### config.mk
export PLATFORM = sky130hd
export DESIGN_NAME = spine_switch
export DESIGN_NICKNAME = d
export VERILOG_FILES = /design/src/rtl/noc_pkg.sv /design/src/rtl/noc_fifo.sv /design/src/rtl/spine_switch.sv
export SDC_FILE = /design/constraint.sdc
export NUM_CORES = 1
export LEC_CHECK = 0
export CORE_UTILIZATION = 63
export CTS_CLUSTER_DIAMETER = 30
export DETAILED_ROUTE_END_ITERATION = 6
export PLACE_DENSITY = 0.85
export SYNTH_ARGS = -nofsm -noshare
export SYNTH_HDL_FRONTEND = slang
export SYNTH_SLANG_ARGS = --single-unit
### constraint.sdc
create_clock -name clk -period 6.85 [get_ports clk]
set_input_delay 1.0275 -clock clk [delete_from_list [all_inputs] [get_ports clk]]
set_output_delay 1.0275 -clock clk [all_outputs]
set_load 0.02 [all_outputs]
### src/rtl/noc_pkg.sv
// Shared constants, flit header type and counter helpers for the spine switch.
package noc_pkg;

    localparam int unsigned NUM_PORTS = 4;
    localparam int unsigned PORT_W    = 2;
    localparam int unsigned ADDR_W    = 6;
    localparam int unsigned GROUP_MSB = 5;
    localparam int unsigned GROUP_LSB = 2;
    localparam int unsigned GROUP_W   = GROUP_MSB - GROUP_LSB + 1;
    localparam int unsigned CNT_W     = 8;
    localparam int unsigned EVT_W     = 3;

    // Routing part of a flit: destination carried through, plus the looked-up output.
    // The payload width is a module parameter, so the full flit
    // {data, dest, out_port} is assembled around this header in spine_switch.
    typedef struct packed {
        logic [ADDR_W-1:0] dest;
        logic [PORT_W-1:0] out_port;
    } flit_hdr_t;

    // Number of set bits in a per-port event vector.
    function automatic logic [EVT_W-1:0] count_ones(input logic [NUM_PORTS-1:0] v);
        logic [EVT_W-1:0] n;
        n = '0;
        for (int unsigned i = 0; i < NUM_PORTS; i++) begin
            n = n + EVT_W'(v[i]);
        end
        return n;
    endfunction

    // Saturating add of an event count onto an 8-bit counter.
    function automatic logic [CNT_W-1:0] sat_add(input logic [CNT_W-1:0] a,
                                                 input logic [EVT_W-1:0] b);
        logic [CNT_W:0] s;
        s = {1'b0, a} + (CNT_W + 1)'(b);
        return s[CNT_W] ? {CNT_W{1'b1}} : s[CNT_W-1:0];
    endfunction

endpackage

### src/rtl/noc_fifo.sv
// Synchronous FIFO with registered full/empty flags; pushes while full are ignored.
module noc_fifo #(
    parameter int unsigned WIDTH = 8,
    parameter int unsigned DEPTH = 4
) (
    input  logic             clk,
    input  logic             reset,
    input  logic             i_push,
    input  logic [WIDTH-1:0] i_wdata,
    input  logic             i_pop,
    output logic [WIDTH-1:0] o_rdata,
    output logic             o_full,
    output logic             o_empty
);

    localparam int unsigned AW = $clog2(DEPTH);

    logic [WIDTH-1:0] r_mem [DEPTH];
    logic [AW-1:0]    r_wr_ptr;
    logic [AW-1:0]    r_rd_ptr;
    logic [AW:0]      r_count;
    logic             r_full;
    logic             r_empty;
    logic [AW:0]      w_count_nxt;
    logic             w_do_push;
    logic             w_do_pop;

    // A full FIFO refuses a push even when it pops in the same cycle.
    assign w_do_push = i_push && !r_full;
    assign w_do_pop  = i_pop && !r_empty;

    // Occupancy after this edge, used to register the status flags.
    always_comb begin
        w_count_nxt = r_count;
        if (w_do_push && !w_do_pop) begin
            w_count_nxt = r_count + (AW + 1)'(1);
        end else if (!w_do_push && w_do_pop) begin
            w_count_nxt = r_count - (AW + 1)'(1);
        end
    end

    // Pointers, occupancy and flags.
    always_ff @(posedge clk) begin
        if (!reset) begin
            r_wr_ptr <= '0;
            r_rd_ptr <= '0;
            r_count  <= '0;
            r_full   <= 1'b0;
            r_empty  <= 1'b1;
        end else begin
            if (w_do_push) begin
                r_wr_ptr <= r_wr_ptr + AW'(1);
            end
            if (w_do_pop) begin
                r_rd_ptr <= r_rd_ptr + AW'(1);
            end
            r_count <= w_count_nxt;
            r_full  <= (w_count_nxt == (AW + 1)'(DEPTH));
            r_empty <= (w_count_nxt == '0);
        end
    end

    // Storage array; contents need no reset since the pointers gate visibility.
    always_ff @(posedge clk) begin
        if (w_do_push) begin
            r_mem[r_wr_ptr] <= i_wdata;
        end
    end

    assign o_rdata = r_mem[r_rd_ptr];
    assign o_full  = r_full;
    assign o_empty = r_empty;

endmodule

### src/rtl/spine_switch.sv
// 4-port spine switch: input sampling, group routing, per-input FIFOs,
// per-output round-robin / fixed-priority arbitration and registered outputs.
module spine_switch
    import noc_pkg::*;
#(
    parameter int unsigned                  SPINE_ID    = 1,
    parameter int unsigned                  DWIDTH      = 16,
    parameter int unsigned                  FIFO_DEPTH  = 4,
    parameter logic [NUM_PORTS*GROUP_W-1:0] LEAF_GROUPS = {4'b1011, 4'b1010, 4'b1001, 4'b1000}
) (
    input  logic                        clk,
    input  logic                        reset,
    input  logic                        arb_enable,
    input  logic [NUM_PORTS*DWIDTH-1:0] leaf_in_data,
    input  logic [NUM_PORTS-1:0]        leaf_in_valid,
    input  logic [NUM_PORTS*ADDR_W-1:0] leaf_in_dest,
    output logic [NUM_PORTS*DWIDTH-1:0] leaf_out_data,
    output logic [NUM_PORTS-1:0]        leaf_out_valid,
    output logic [NUM_PORTS*ADDR_W-1:0] leaf_out_dest,
    output logic [NUM_PORTS-1:0]        fifo_full,
    output logic [NUM_PORTS-1:0]        fifo_empty,
    output logic [CNT_W-1:0]            drop_count,
    output logic [CNT_W-1:0]            unroutable_count
);

    typedef struct packed {
        logic [DWIDTH-1:0] data;
        flit_hdr_t         hdr;
    } flit_t;

    localparam int unsigned FLIT_W = $bits(flit_t);

    // SPINE_ID is an instance tag only and takes no part in routing.
    if (FIFO_DEPTH < 2 || (FIFO_DEPTH & (FIFO_DEPTH - 1)) != 0) begin : g_bad_depth
        $error("spine_switch %0d: FIFO_DEPTH must be a power of two >= 2", SPINE_ID);
    end

    logic [NUM_PORTS-1:0]        r_in_valid;
    logic [NUM_PORTS*DWIDTH-1:0] r_in_data;
    logic [NUM_PORTS*ADDR_W-1:0] r_in_dest;
    logic [NUM_PORTS*DWIDTH-1:0] r_out_data;
    logic [NUM_PORTS-1:0]        r_out_valid;
    logic [NUM_PORTS*ADDR_W-1:0] r_out_dest;
    logic [PORT_W-1:0]           r_last_grant [NUM_PORTS];
    logic [CNT_W-1:0]            r_drop_cnt;
    logic [CNT_W-1:0]            r_unr_cnt;

    logic [NUM_PORTS-1:0]        w_hit;
    logic [PORT_W-1:0]           w_route [NUM_PORTS];
    logic [NUM_PORTS-1:0]        w_push;
    logic [NUM_PORTS-1:0]        w_drop;
    logic [NUM_PORTS-1:0]        w_unroutable;
    logic [NUM_PORTS-1:0]        w_pop;
    logic [NUM_PORTS-1:0]        w_full;
    logic [NUM_PORTS-1:0]        w_empty;
    flit_t                       w_wflit [NUM_PORTS];
    flit_t                       w_head  [NUM_PORTS];
    logic [NUM_PORTS-1:0]        w_gnt_valid;
    logic [PORT_W-1:0]           w_gnt_idx [NUM_PORTS];

    // Input sampling stage; valids are held low during reset so inputs are ignored.
    always_ff @(posedge clk) begin
        if (!reset) begin
            r_in_valid <= '0;
        end else begin
            r_in_valid <= leaf_in_valid;
        end
    end

    // Payload and destination capture alongside the valids.
    always_ff @(posedge clk) begin
        r_in_data <= leaf_in_data;
        r_in_dest <= leaf_in_dest;
    end

    // Route lookup: first output whose owned group matches dest[5:2].
    always_comb begin
        w_hit = '0;
        for (int unsigned p = 0; p < NUM_PORTS; p++) begin
            w_route[p] = '0;
            for (int unsigned q = 0; q < NUM_PORTS; q++) begin
                if (!w_hit[p] &&
                    LEAF_GROUPS[q*GROUP_W +: GROUP_W] == r_in_dest[p*ADDR_W + GROUP_LSB +: GROUP_W]) begin
                    w_hit[p]   = 1'b1;
                    w_route[p] = PORT_W'(q);
                end
            end
        end
    end

    // FIFO write requests, drop and unroutable events.
    always_comb begin
        w_push       = r_in_valid & w_hit;
        w_drop       = w_push & w_full;
        w_unroutable = r_in_valid & ~w_hit;
        for (int unsigned p = 0; p < NUM_PORTS; p++) begin
            w_wflit[p].data         = r_in_data[p*DWIDTH +: DWIDTH];
            w_wflit[p].hdr.dest     = r_in_dest[p*ADDR_W +: ADDR_W];
            w_wflit[p].hdr.out_port = w_route[p];
        end
    end

    for (genvar p = 0; p < NUM_PORTS; p++) begin : g_fifo
        noc_fifo #(
            .WIDTH (FLIT_W),
            .DEPTH (FIFO_DEPTH)
        ) u_fifo (
            .clk     (clk),
            .reset   (reset),
            .i_push  (w_push[p]),
            .i_wdata (w_wflit[p]),
            .i_pop   (w_pop[p]),
            .o_rdata (w_head[p]),
            .o_full  (w_full[p]),
            .o_empty (w_empty[p])
        );
    end

    // Per-output arbitration over FIFO heads; the winning FIFO pops.
    always_comb begin
        logic [NUM_PORTS-1:0] w_req;
        logic [PORT_W-1:0]    w_idx;
        w_gnt_valid = '0;
        w_pop       = '0;
        w_req       = '0;
        w_idx       = '0;
        for (int unsigned q = 0; q < NUM_PORTS; q++) begin
            w_gnt_idx[q] = '0;
            for (int unsigned p = 0; p < NUM_PORTS; p++) begin
                w_req[p] = !w_empty[p] && (w_head[p].hdr.out_port == PORT_W'(q));
            end
            for (int unsigned i = 0; i < NUM_PORTS; i++) begin
                w_idx = arb_enable ? PORT_W'(r_last_grant[q] + PORT_W'(1) + PORT_W'(i))
                                   : PORT_W'(i);
                if (!w_gnt_valid[q] && w_req[w_idx]) begin
                    w_gnt_valid[q] = 1'b1;
                    w_gnt_idx[q]   = w_idx;
                end
            end
            if (w_gnt_valid[q]) begin
                w_pop[w_gnt_idx[q]] = 1'b1;
            end
        end
    end

    // Output registers and last-grant pointers; data holds when no grant.
    always_ff @(posedge clk) begin
        if (!reset) begin
            r_out_valid <= '0;
            r_out_data  <= '0;
            r_out_dest  <= '0;
            for (int unsigned q = 0; q < NUM_PORTS; q++) begin
                r_last_grant[q] <= PORT_W'(NUM_PORTS - 1);
            end
        end else begin
            r_out_valid <= w_gnt_valid;
            for (int unsigned q = 0; q < NUM_PORTS; q++) begin
                if (w_gnt_valid[q]) begin
                    r_out_data[q*DWIDTH +: DWIDTH] <= w_head[w_gnt_idx[q]].data;
                    r_out_dest[q*ADDR_W +: ADDR_W] <= w_head[w_gnt_idx[q]].hdr.dest;
                    r_last_grant[q]                <= w_gnt_idx[q];
                end
            end
        end
    end

    // Saturating event counters; several ports may add in one cycle.
    always_ff @(posedge clk) begin
        if (!reset) begin
            r_drop_cnt <= '0;
            r_unr_cnt  <= '0;
        end else begin
            r_drop_cnt <= sat_add(r_drop_cnt, count_ones(w_drop));
            r_unr_cnt  <= sat_add(r_unr_cnt, count_ones(w_unroutable));
        end
    end

    assign leaf_out_data    = r_out_data;
    assign leaf_out_valid   = r_out_valid;
    assign leaf_out_dest    = r_out_dest;
    assign fifo_full        = w_full;
    assign fifo_empty       = w_empty;
    assign drop_count       = r_drop_cnt;
    assign unroutable_count = r_unr_cnt;

endmodule
==> impl_metrics.ini <==
[placed_design]
place_congestion = 0.931
hpwl_um = 44000
placed_area_um2 = 28700
io_buffers = 210

[finish]
fin_nets = 2241
final-seq-area_um2 = 16700
area_growth_pct = 23.8
mostFrequentLayoutCell = edfxtp_1
antenna_cells = 0
mostFrequentLayoutCells = edfxtp_1 (392), dfxtp_1 (244), nand2_1 (215)
multi_input_area_um2 = 8850
drive_gt1_share_pct = 18.2
fin_area_um2 = 32400
fillers = 2181

[synth]
synth_cell_types = 80
yosysSeqAreaShare_pct = 63.6
yosys-top-cells-area = edfxtp_1 (45%), dfxtp_1 (19%), mux4_2 (8.3%)
yosys.area.top_type_share_pct = 45.0
syn_avg_cell_area_um2 = 13.9
yosysTopAreaCell = edfxtp_1
synth-seq-cells = 636
synth_flop_cell = edfxtp_1
syn_area_um2 = 26200
syn_nets = 2007
synthArstFlopShare_pct = 0
synth_cells = 1880
ys_warn_count = 0
synth-edff-count = 392

[critical_path]
critPathRequiredTime_ns = 7.35
worstRegToRegCells = 12
reg2reg_to = g_fifo[1].u_fifo.o_empty
startpoint_type = register
crit_path_end_kind = register
critPathMaxFanout = 36
setup.worst_path.class = register to register
worstPathArrival_ns = 5.24
r2r_slack_ns = 2.11

[sta]
slew_headroom_pct = 13.1
fin_hold_ws_ns = 0.459
clock_skew_ns = 0.0222
rsz0062_at_grt = no
min_period_ns = 4.74
finalSetupViolCount = 0
hold_violations = 0
fmax_mhz = 211
maxSlewViolCount = 0
fin_tns_setup_ns = 0
period_share_pct = 69.3
worst_pin_slew_ns = 1.30

[clocking]
cts_setup_buffers = 0
cts_hold_buffers = 0
clock_sinks = 636
root_buffer = clkbuf_16
htreeDepth = 3
clk_latency_ns = 0.64
cts_tree = built
cts_buffers = 107
cts_buffer_depth = 3
post_cts_resized = 0
clk_pin_slew_worst_paths_ns = 0.05

[detailed_routing]
wl_per_cell_um = 25.6
drc_errors = 0
num_vias = 17459
totalWireLength_um = 70100
antenna_left = 0
drt_pass1_iterations = 6
drtIter0Drc = 1917
via_per_inst = 6.37

[floorplan]
die_w_um = 206
core_um2 = 40900
die-area_um2 = 42400
io_pins = 211
chipHeight_um = 206
num_rows = 74
initial_utilization_pct = 64.0

[pwr]
irDropWorstVdd_mv = 0.297
p_leak_uw = 0.0118
powerDensity_nw_per_um2 = 483

[global_route]
grt_pass1_wl_um = 105000
grt_max_degree = 98
grt_antenna_before_repair = 0
grt_pass1_vias = 17868
track_usage_pct = 33.7
grt_overflow = 0

[status]
run_status = finished clean

[min_path]
hold_end = leaf_out_data[34]
hold_path_class = register to register
worstHoldPathCells = 2
min_from = leaf_out_data[34]

[job]
max_cap_violations = 0
routing by layer:
| layer | GRT usage (%) | up-vias | routed length, µm |
|---|---|---|---|
| met5 | 0 | - | 0 |
| met4 | 19.4 | 0 | 3890 |
| met3 | 6.02 | 225 | 5900 |
| met2 | 56.2 | 1086 | 35200 |
| met1 | 41.5 | 8579 | 25200 |
| li1 | - | 7569 | - |
cell type report:
class	count	share of cell area, %
clock buffers	128	8.89
clock inverters	76	2.54
inverters	42	0.494
multi-input cells	1080	27.3
flip-flops and latches	636	51.4
well taps	532	2.05
repair buffers	247	7.34
registers in the layout, indices dropped and copies added (netlist names), 12 cells and up, named ones only:
register               count
leaf_out_data             64
g_fifo.u_fifo.r_mem      384
r_in_dest                 24
leaf_out_dest             24
g_fifo.u_fifo.r_count     12
r_in_data                 64
through the flow:
step,total power (µW),util (%),worst slack [ns],instances
floorplan,8450,-,3.33,1880
global placement,10000,70.2,1.78,2537
detailed placement,10100,70.2,1.68,2537
CTS,15600,79.2,2.20,2741
global route,16200,79.2,1.87,2741
finish,15700,79.2,2.11,2741
critical path: stages (launching register included):
cell,delay (ns)
dfxtp_1,0.31
buf_4,0.43
mux4_2,0.72
nor3b_1,0.47
mux2i_1,0.19
o22ai_1,0.16
a31o_2,0.49
buf_4,0.49
o22ai_2,0.14
a211oi_4,0.47
xor2_1,0.18
a311oi_1,0.40
a21oi_1,0.12
worst max-delay path by stage:
| stage | startpoint | endpoint | slack, ns | cells after the start |
|---|---|---|---|---|
| final | register | g_fifo[1].u_fifo.o_empty | 2.11 | 12 |
| after global routing | register | g_fifo[1].u_fifo.o_empty | 1.87 | 12 |
| after floorplan | arb_enable | g_fifo[0].u_fifo.o_empty | 3.33 | 11 |
| after global placement | arb_enable | g_fifo[1].u_fifo.o_empty | 1.78 | 11 |
| after CTS | register | g_fifo[1].u_fifo.o_empty | 2.20 | 12 |
| after detailed placement | arb_enable | g_fifo[1].u_fifo.o_empty | 1.68 | 11 |
synth_stat cells (3+ instances only):
cell / count
nand4_1: 8
xor2_1: 12
ha_1: 26
o21ai_0: 16
buf_4: 15
nand3_1: 35
and4_1: 4
mux4_2: 96
a211o_1: 4
a31oi_1: 4
buf_2: 18
nor2_1: 64
o21ai_1: 3
inv_1: 41
nand2_1: 215
nor3_1: 7
and3_1: 5
xnor2_1: 10
o22ai_1: 4
and2_1: 52
a21o_1: 4
a311oi_1: 5
mux2i_1: 125
mux2_2: 45
maj3_2: 3
nand3b_1: 4
nor2b_1: 18
dfxtp_1: 244
edfxtp_1: 392
a211oi_1: 47
buf_1: 12
o211ai_1: 46
clkbuf_1: 76
nor3b_1: 9
or2_2: 4
fa_1: 6
a221oi_1: 3
or3_1: 7
nand2b_1: 15
nor3b_2: 4
a21oi_1: 122
nor4_1: 4
power by group:
group | total, µW | internal, µW | switching, µW | leakage [µW]
combinational | 5390 | 2170 | 3220 | 0.00443
clock | 5380 | 3370 | 2010 | 0.00179
sequential | 4890 | 4500 | 390 | 0.00556
total | 15700 | 10000 | 5620 | 0.0118
logic make-up after synthesis:
kind of cell	count (synthesis)	synth area share [%]
AOI/OAI and AO/OA	292	7.52
xor gates and xnor gates	22	0.736
adders and majority gates	35	1.83
buffers and inverters	164	2.68
DFF	636	63.6
muxes	267	15.0
and+or+nand+nor	464	8.57
(Power assumes the default switching activity.)
